<file path="config.mk">
export PLATFORM = sky130hd
export DESIGN_NAME = cell_fetch
export DESIGN_NICKNAME = d
export VERILOG_FILES = /design/src/rtl/cell_fetch_pkg.sv /design/src/rtl/cell_fetch_fifo.sv /design/src/rtl/cell_fetch.sv
export SDC_FILE = /design/constraint.sdc
export NUM_CORES = 2
export LEC_CHECK = 0
export BUFFER_PORTS_ARGS = -buffer_cell sky130_fd_sc_hd__buf_4
export CAP_MARGIN = 40
export CORE_AREA = 2 2 610 612
export DETAILED_ROUTE_END_ITERATION = 8
export DIE_AREA = 0 0 612 614
export GPL_TIMING_DRIVEN = 1
export HOLD_SLACK_MARGIN = 0.06
export MAX_ROUTING_LAYER = met4
export PLACE_DENSITY = 0.4
export SYNTH_ARGS = -nofsm -noshare
export SYNTH_HDL_FRONTEND = slang
export SYNTH_SLANG_ARGS = --single-unit
</file>
<file path="constraint.sdc">
create_clock -name clk -period 5.84 [get_ports clk]
set_input_delay 0.292 -clock clk [delete_from_list [all_inputs] [get_ports clk]]
set_output_delay 0.292 -clock clk [all_outputs]
set_load 0.01 [all_outputs]
</file>
<file path="src/rtl/cell_fetch_pkg.sv">
// Frame geometry shared by the cell controller, cell buffer and cell fetch
// blocks, plus the payload types carried through the fetch output queue.
package cell_fetch_pkg;

   localparam int unsigned FRAME_ROW_CNUM = 30;
   localparam int unsigned FRAME_COL_CNUM = 40;
   localparam int unsigned CELL_NUM       = FRAME_ROW_CNUM * FRAME_COL_CNUM;
   localparam int unsigned CELL_WIDTH     = 768;

   localparam int unsigned CELL_ADDR_W = $clog2(CELL_NUM);
   localparam int unsigned ROW_ADDR_W  = $clog2(FRAME_ROW_CNUM);
   localparam int unsigned COL_ADDR_W  = $clog2(FRAME_COL_CNUM);

   // Position tag captured when a read is issued
   typedef struct packed {
      logic                  last;
      logic [ROW_ADDR_W-1:0] row;
      logic [COL_ADDR_W-1:0] col;
   } cell_tag_t;

   // One output queue entry: tag plus the returned cache word
   typedef struct packed {
      cell_tag_t             tag;
      logic [CELL_WIDTH-1:0] data;
   } cell_entry_t;

endpackage

</file>
<file path="src/rtl/cell_fetch_fifo.sv">
// 2-entry synchronous FIFO of tagged cells. The head entry is held in its own
// register so the output comes straight from a flop.
//   clk, rst_n : clock, async active-low reset
//   push, din  : write an entry (ignored when full without a pop)
//   pop        : remove the head entry (ignored when empty)
//   dout       : head entry
//   count      : occupancy 0..2; full / empty derived from it
module cell_fetch_fifo
   import cell_fetch_pkg::*;
(
   input  logic        clk,
   input  logic        rst_n,
   input  logic        push,
   input  logic        pop,
   input  cell_entry_t din,
   output cell_entry_t dout,
   output logic [1:0]  count,
   output logic        full,
   output logic        empty
);

   cell_entry_t head;
   cell_entry_t tail;
   logic        do_pop;
   logic        do_push;

   assign do_pop  = pop && (count != 2'd0);
   assign do_push = push && ((count != 2'd2) || do_pop);

   // Shift-style storage: head is always entry 0, tail is entry 1
   always_ff @(posedge clk or negedge rst_n) begin
      if (!rst_n) begin
         head  <= '0;
         tail  <= '0;
         count <= 2'd0;
      end else begin
         case ({do_push, do_pop})
            2'b10: begin
               if (count == 2'd0) head <= din;
               else               tail <= din;
               count <= count + 2'd1;
            end
            2'b01: begin
               head  <= tail;
               count <= count - 2'd1;
            end
            2'b11: begin
               if (count == 2'd1) begin
                  head <= din;
               end else begin
                  head <= tail;
                  tail <= din;
               end
            end
            default: ;
         endcase
      end
   end

   assign dout  = head;
   assign full  = (count == 2'd2);
   assign empty = (count == 2'd0);

endmodule

</file>
<file path="src/rtl/cell_fetch.sv">
// Cell cache reader: on a frame-complete pulse, walks the cache in raster
// order and streams each cell with row/column tags over valid/ready.
//   cell_fetch_start_i : frame written to cache (1-cycle pulse)
//   cell_rd_en_o/addr  : cache read port; data returns one cycle later
//   cell_valid/ready   : downstream handshake for data/row/col/last
//   fetch_busy_o       : block not idle
//   frame_done_o       : pulse on the handshake of the last cell
//   frame_overrun_o    : pulse when a start is dropped
module cell_fetch
   import cell_fetch_pkg::*;
(
   input  logic                   clk,
   input  logic                   rst_n,
   input  logic                   cell_fetch_start_i,
   output logic                   cell_rd_en_o,
   output logic [CELL_ADDR_W-1:0] cell_rd_addr_o,
   input  logic [CELL_WIDTH-1:0]  cell_rd_data_i,
   output logic                   cell_valid_o,
   input  logic                   cell_ready_i,
   output logic [CELL_WIDTH-1:0]  cell_data_o,
   output logic [ROW_ADDR_W-1:0]  cell_row_o,
   output logic [COL_ADDR_W-1:0]  cell_col_o,
   output logic                   cell_last_o,
   output logic                   fetch_busy_o,
   output logic                   frame_done_o,
   output logic                   frame_overrun_o
);

   localparam logic [1:0] IDLE  = 2'd0;
   localparam logic [1:0] FETCH = 2'd1;
   localparam logic [1:0] DRAIN = 2'd2;

   logic [1:0]             state;
   logic [1:0]             state_nxt;
   logic [CELL_ADDR_W-1:0] rd_addr;
   logic [ROW_ADDR_W-1:0]  row;
   logic [COL_ADDR_W-1:0]  col;
   cell_tag_t              tag;
   logic                   inflight;
   logic                   pending;
   logic                   pop;
   logic                   rd_en_c;
   logic                   frame_start_c;
   logic [2:0]             occ_c;
   logic [1:0]             fifo_count;
   logic                   fifo_full;
   logic                   fifo_empty;
   cell_entry_t            fifo_din;
   cell_entry_t            fifo_dout;

   assign pop   = cell_valid_o && cell_ready_i;
   // Queue entries plus the read whose data arrives this cycle
   assign occ_c = 3'(fifo_count) + 3'(inflight);

   // Next state and read issue
   always_comb begin
      state_nxt     = state;
      rd_en_c       = 1'b0;
      frame_start_c = 1'b0;
      case (state)
         IDLE: begin
            if (cell_fetch_start_i || pending) begin
               state_nxt     = FETCH;
               frame_start_c = 1'b1;
            end
         end
         FETCH: begin
            rd_en_c = (occ_c < (3'd2 + 3'(pop)));
            if (rd_en_c && (rd_addr == CELL_ADDR_W'(CELL_NUM - 1)))
               state_nxt = DRAIN;
         end
         DRAIN: begin
            // Leave as the final queued cell is handed off
            if (!inflight && ((fifo_count - 2'(pop)) == 2'd0))
               state_nxt = IDLE;
         end
         default: state_nxt = IDLE;
      endcase
   end

   always_ff @(posedge clk or negedge rst_n) begin
      if (!rst_n) state <= IDLE;
      else        state <= state_nxt;
   end

   // Address / raster counters and the tag for the read in flight
   always_ff @(posedge clk or negedge rst_n) begin
      if (!rst_n) begin
         rd_addr  <= '0;
         row      <= '0;
         col      <= '0;
         tag      <= '0;
         inflight <= 1'b0;
      end else begin
         inflight <= rd_en_c;
         if (frame_start_c) begin
            rd_addr <= '0;
            row     <= '0;
            col     <= '0;
         end else if (rd_en_c) begin
            rd_addr  <= rd_addr + CELL_ADDR_W'(1);
            tag.last <= (rd_addr == CELL_ADDR_W'(CELL_NUM - 1));
            tag.row  <= row;
            tag.col  <= col;
            if (col == COL_ADDR_W'(FRAME_COL_CNUM - 1)) begin
               col <= '0;
               row <= row + ROW_ADDR_W'(1);
            end else begin
               col <= col + COL_ADDR_W'(1);
            end
         end
      end
   end

   // One queued start may wait behind the current frame
   always_ff @(posedge clk or negedge rst_n) begin
      if (!rst_n) begin
         pending <= 1'b0;
      end else if (state == IDLE) begin
         pending <= pending && cell_fetch_start_i;
      end else if (cell_fetch_start_i && !pending) begin
         pending <= 1'b1;
      end
   end

   always_comb begin
      fifo_din      = '0;
      fifo_din.tag  = tag;
      fifo_din.data = cell_rd_data_i;
   end

   cell_fetch_fifo u_fifo (
      .clk   (clk),
      .rst_n (rst_n),
      .push  (inflight),
      .pop   (pop),
      .din   (fifo_din),
      .dout  (fifo_dout),
      .count (fifo_count),
      .full  (fifo_full),
      .empty (fifo_empty)
   );

   // Credit logic must never return data into a full queue
   assert property (@(posedge clk) disable iff (!rst_n)
                    !(inflight && fifo_full && !pop));

   assign cell_rd_en_o    = rd_en_c;
   assign cell_rd_addr_o  = rd_addr;
   assign cell_valid_o    = !fifo_empty;
   assign cell_data_o     = fifo_dout.data;
   assign cell_row_o      = fifo_dout.tag.row;
   assign cell_col_o      = fifo_dout.tag.col;
   assign cell_last_o     = fifo_dout.tag.last;
   assign fetch_busy_o    = (state != IDLE);
   assign frame_done_o    = pop && fifo_dout.tag.last;
   assign frame_overrun_o = cell_fetch_start_i && (state != IDLE) && pending;

endmodule

</file>
==> flow_summary.json <==
{
  "grtUsageTotal_pct": 15.75,
  "async_flop_share_pct": 100.0,
  "clk_pin_slew_ps": 60,
  "outcome": "finished, final reports clean",
  "fin_util_pct": 25.87,
  "slowest_delay_ps": 490,
  "cts_max_level": 4,
  "path_class": "register to register",
  "maxSlewHeadroom_pct": 21.55,
  "syn_area_um2": 63510,
  "syn_inst": 5253,
  "grt_pass1_wl_um": 414400,
  "multi_input_area_um2": 21570,
  "wl_um": 300600,
  "nets": 8335,
  "cp.required_ps": 6620,
  "cts_tree": "built",
  "synth_top_area_share_pct": 63.05,
  "power_density_nw_per_um2": 592.0,
  "numCtsBuffers": 203,
  "synth_common_cells": "1606 x nand2_1, 1600 x dfrtp_1, 780 x a22oi_1, 780 x mux2_2, 232 x buf_2",
  "n_fill_cell": 38965,
  "clockBufferDepth": 4,
  "antenna_found_initial": 152,
  "ir_worst_vdd_uv": 307.3,
  "crit_path_top_delay_cell": "nor2b_2",
  "routedWlPerCell_um": 23.57,
  "cp_data_arrival_time_ps": 3910,
  "core_area_um2": 370200,
  "place_ws_ps": 2703,
  "die_w_um": 612,
  "rows": 224,
  "fin_area_um2": 95780,
  "fin_crit_sh_pct": 53.57,
  "drc": 0,
  "drt-initial-drc-count": 3369,
  "postCtsResizedCells": 0,
  "route.antenna.remaining_nets": 0,
  "root_buffer": "clkbuf_16",
  "rsz0062_at_grt": "false",
  "top_layer": "met4",
  "ys_types": 49,
  "seq_area_frac_synth_pct": 63.05,
  "synthToLayoutAreaGrowth_pct": 50.81,
  "numClockSinks": 1600,
  "ys_top_cells_by_area": "dfrtp_1 63%, mux2_2 14%, nand2_1 9.5%, a22oi_1 9.2%, buf_2 1.8%",
  "avgSynthCellArea_um2": 12.09,
  "min_path_type": "input pin to register",
  "finalCriticalPeriod_ps": 3129,
  "wl_met3_um": 22370,
  "placed_area_um2": 81080,
  "final_max_slew_viol_count": 0,
  "ys_ff_latch": 1600,
  "vias": 51048,
  "synth_edf_count": 0,
  "synth_top_flop_cell": "dfrtp_1",
  "layout.cells.non_filler": 12754,
  "dp_cells": 11536,
  "seq_area_um2": 40040,
  "via_per_inst": 4.003,
  "end_kind": "register",
  "hold_viol_final": 0,
  "port_buffers": 1567,
  "clock.fmax_ghz": 0.3196,
  "setup_tns_ps": 0,
  "post-synth-top-count-cell": "nand2_1",
  "crit_chain": "inv_1 > ha_1 > nor2b_2 > mux2i_4 > buf_16 > buf_12 > buf_12 > nand2_1 > nand2_1",
  "hold_buffers": 785,
  "yosys.area.top_type": "dfrtp_1",
  "layout_setup_ws_ps": 2711,
  "num_io_pins": 1568,
  "synth_nets": 6033,
  "postCtsSetupBuffers": 0,
  "firstDrtPassIters": 5,
  "insertion_delay_ps": 900,
  "max_slew.worst_pin.slew_ps": 1177,
  "finClkSkew_ps": 56.64,
  "wl_met1_um": 122900,
  "grt_pass1_vias": 52359,
  "dieArea_um2": 375800,
  "gp_congestion": 0.8499,
  "final_layout_size_suffix_gt1_share_pct": 35.82,
  "leakage_uw": 0.04408,
  "grt_max_degree": 157,
  "yosys_warnings": 0,
  "cp-start-kind": "register",
  "grt-ovfl-total": 0,
  "crit_fanout": 77,
  "start_util_pct": 17.15,
  "hpwl_um": 222600,
  "finalSetupViolCount": 0,
  "chipHeight_um": 614,
  "wl_met2_um": 143000,
  "maxCapViolations": 0
}
==> power breakdown <==
group	switching (uW)	leakage [uW]	internal, uW	total, uW
sequential	3280	0.0194	16700	20000
clock	5250	0.00325	7480	12700
combinational	13000	0.0215	11000	24000
total	21500	0.0441	35200	56700
==> state kept, by name (all words and copies together) (netlist names) <==
name	count
state	2
u_fifo.dout	780
u_fifo.count	2
fifo_din	12
inflight	1
col	6
row	5
u_fifo.tail	780
cell_rd_addr_o	11
pending	1
==> per-stage QoR <==
stage	power, uW	hold WS (ps)
floorplan	32500	-3.591
global placement	43380	360.8
detailed placement	44130	374.6
CTS	57790	60.84
global route	60220	103.7
finish	56700	167.8
==> layout by cell type, fill, tap and decap left out, drive strengths merged, types with 3 or more instances in the layout <==
cell type       n
a21oi          11
a22o            3
a22oi         780
a31oi           3
and3            4
buf          1667
bufinv         11
clkbuf        299
clkinv         33
clkinvlp        4
dfrtp        1600
diode          77
dlygate4sd3   786
ha              8
inv            17
mux2          780
mux2i           5
nand2        1606
nand2b          5
nand3          10
nor2           11
nor2b           3
nor3            3
o21ai          11
o31ai           4
or3             3
or4             3
xnor2           5
==> final timing paths <==
path / startpoint / endpoint / slack (ps) / cells past startpoint
hold reg to reg: u_fifo.tail[552] / u_fifo.dout[552] / 430 / 2
min in group asynchronous: rst_n / u_fifo.tail[342] / 550 / 3
max in group asynchronous: rst_n / u_fifo.tail[63] / 3500 / 4
setup / recovery: u_fifo.count[0] / u_fifo.dout[121] / 2710 / 9
hold / removal: cell_rd_data_i[557] / u_fifo.dout[557] / 170 / 4
setup reg to reg: u_fifo.count[0] / u_fifo.dout[121] / 2710 / 9
==> routing by layer <==
layer	global-route usage, %	vias to the layer above
met5	-	-
met4	5.535	0
met3	4.882	466
met2	25.40	1651
met1	18.47	25910
li1	-	23021
==> logic make-up after synthesis <==
group | synth area share, %
mux | 13.93
compound gates | 9.677
simple gates | 10.08
flops | 63.05
fa+ha+maj | 0.1734
xor+xnor | 0.06895
buf+inv | 3.028
==> critical path, delay by kind of cell, from the launching register on <==
family,cells,cell delay (ps)
fa+ha+maj,1,280
simple gates,3,700
mux,1,470
flops,1,440
buf+inv,4,920
==> final cells by class <==
type | instances | area share [%]
inverter | 9 | 0.03527
tap | 4972 | 6.495
multi-input combinational | 3288 | 22.52
clock buffer | 299 | 6.163
timing repair buffer | 2453 | 22.01
sequential | 1600 | 41.80
antenna | 77 | 0.2012
clock inverter | 56 | 0.7695
No activity file was read; power rests on OpenSTA's default activity.
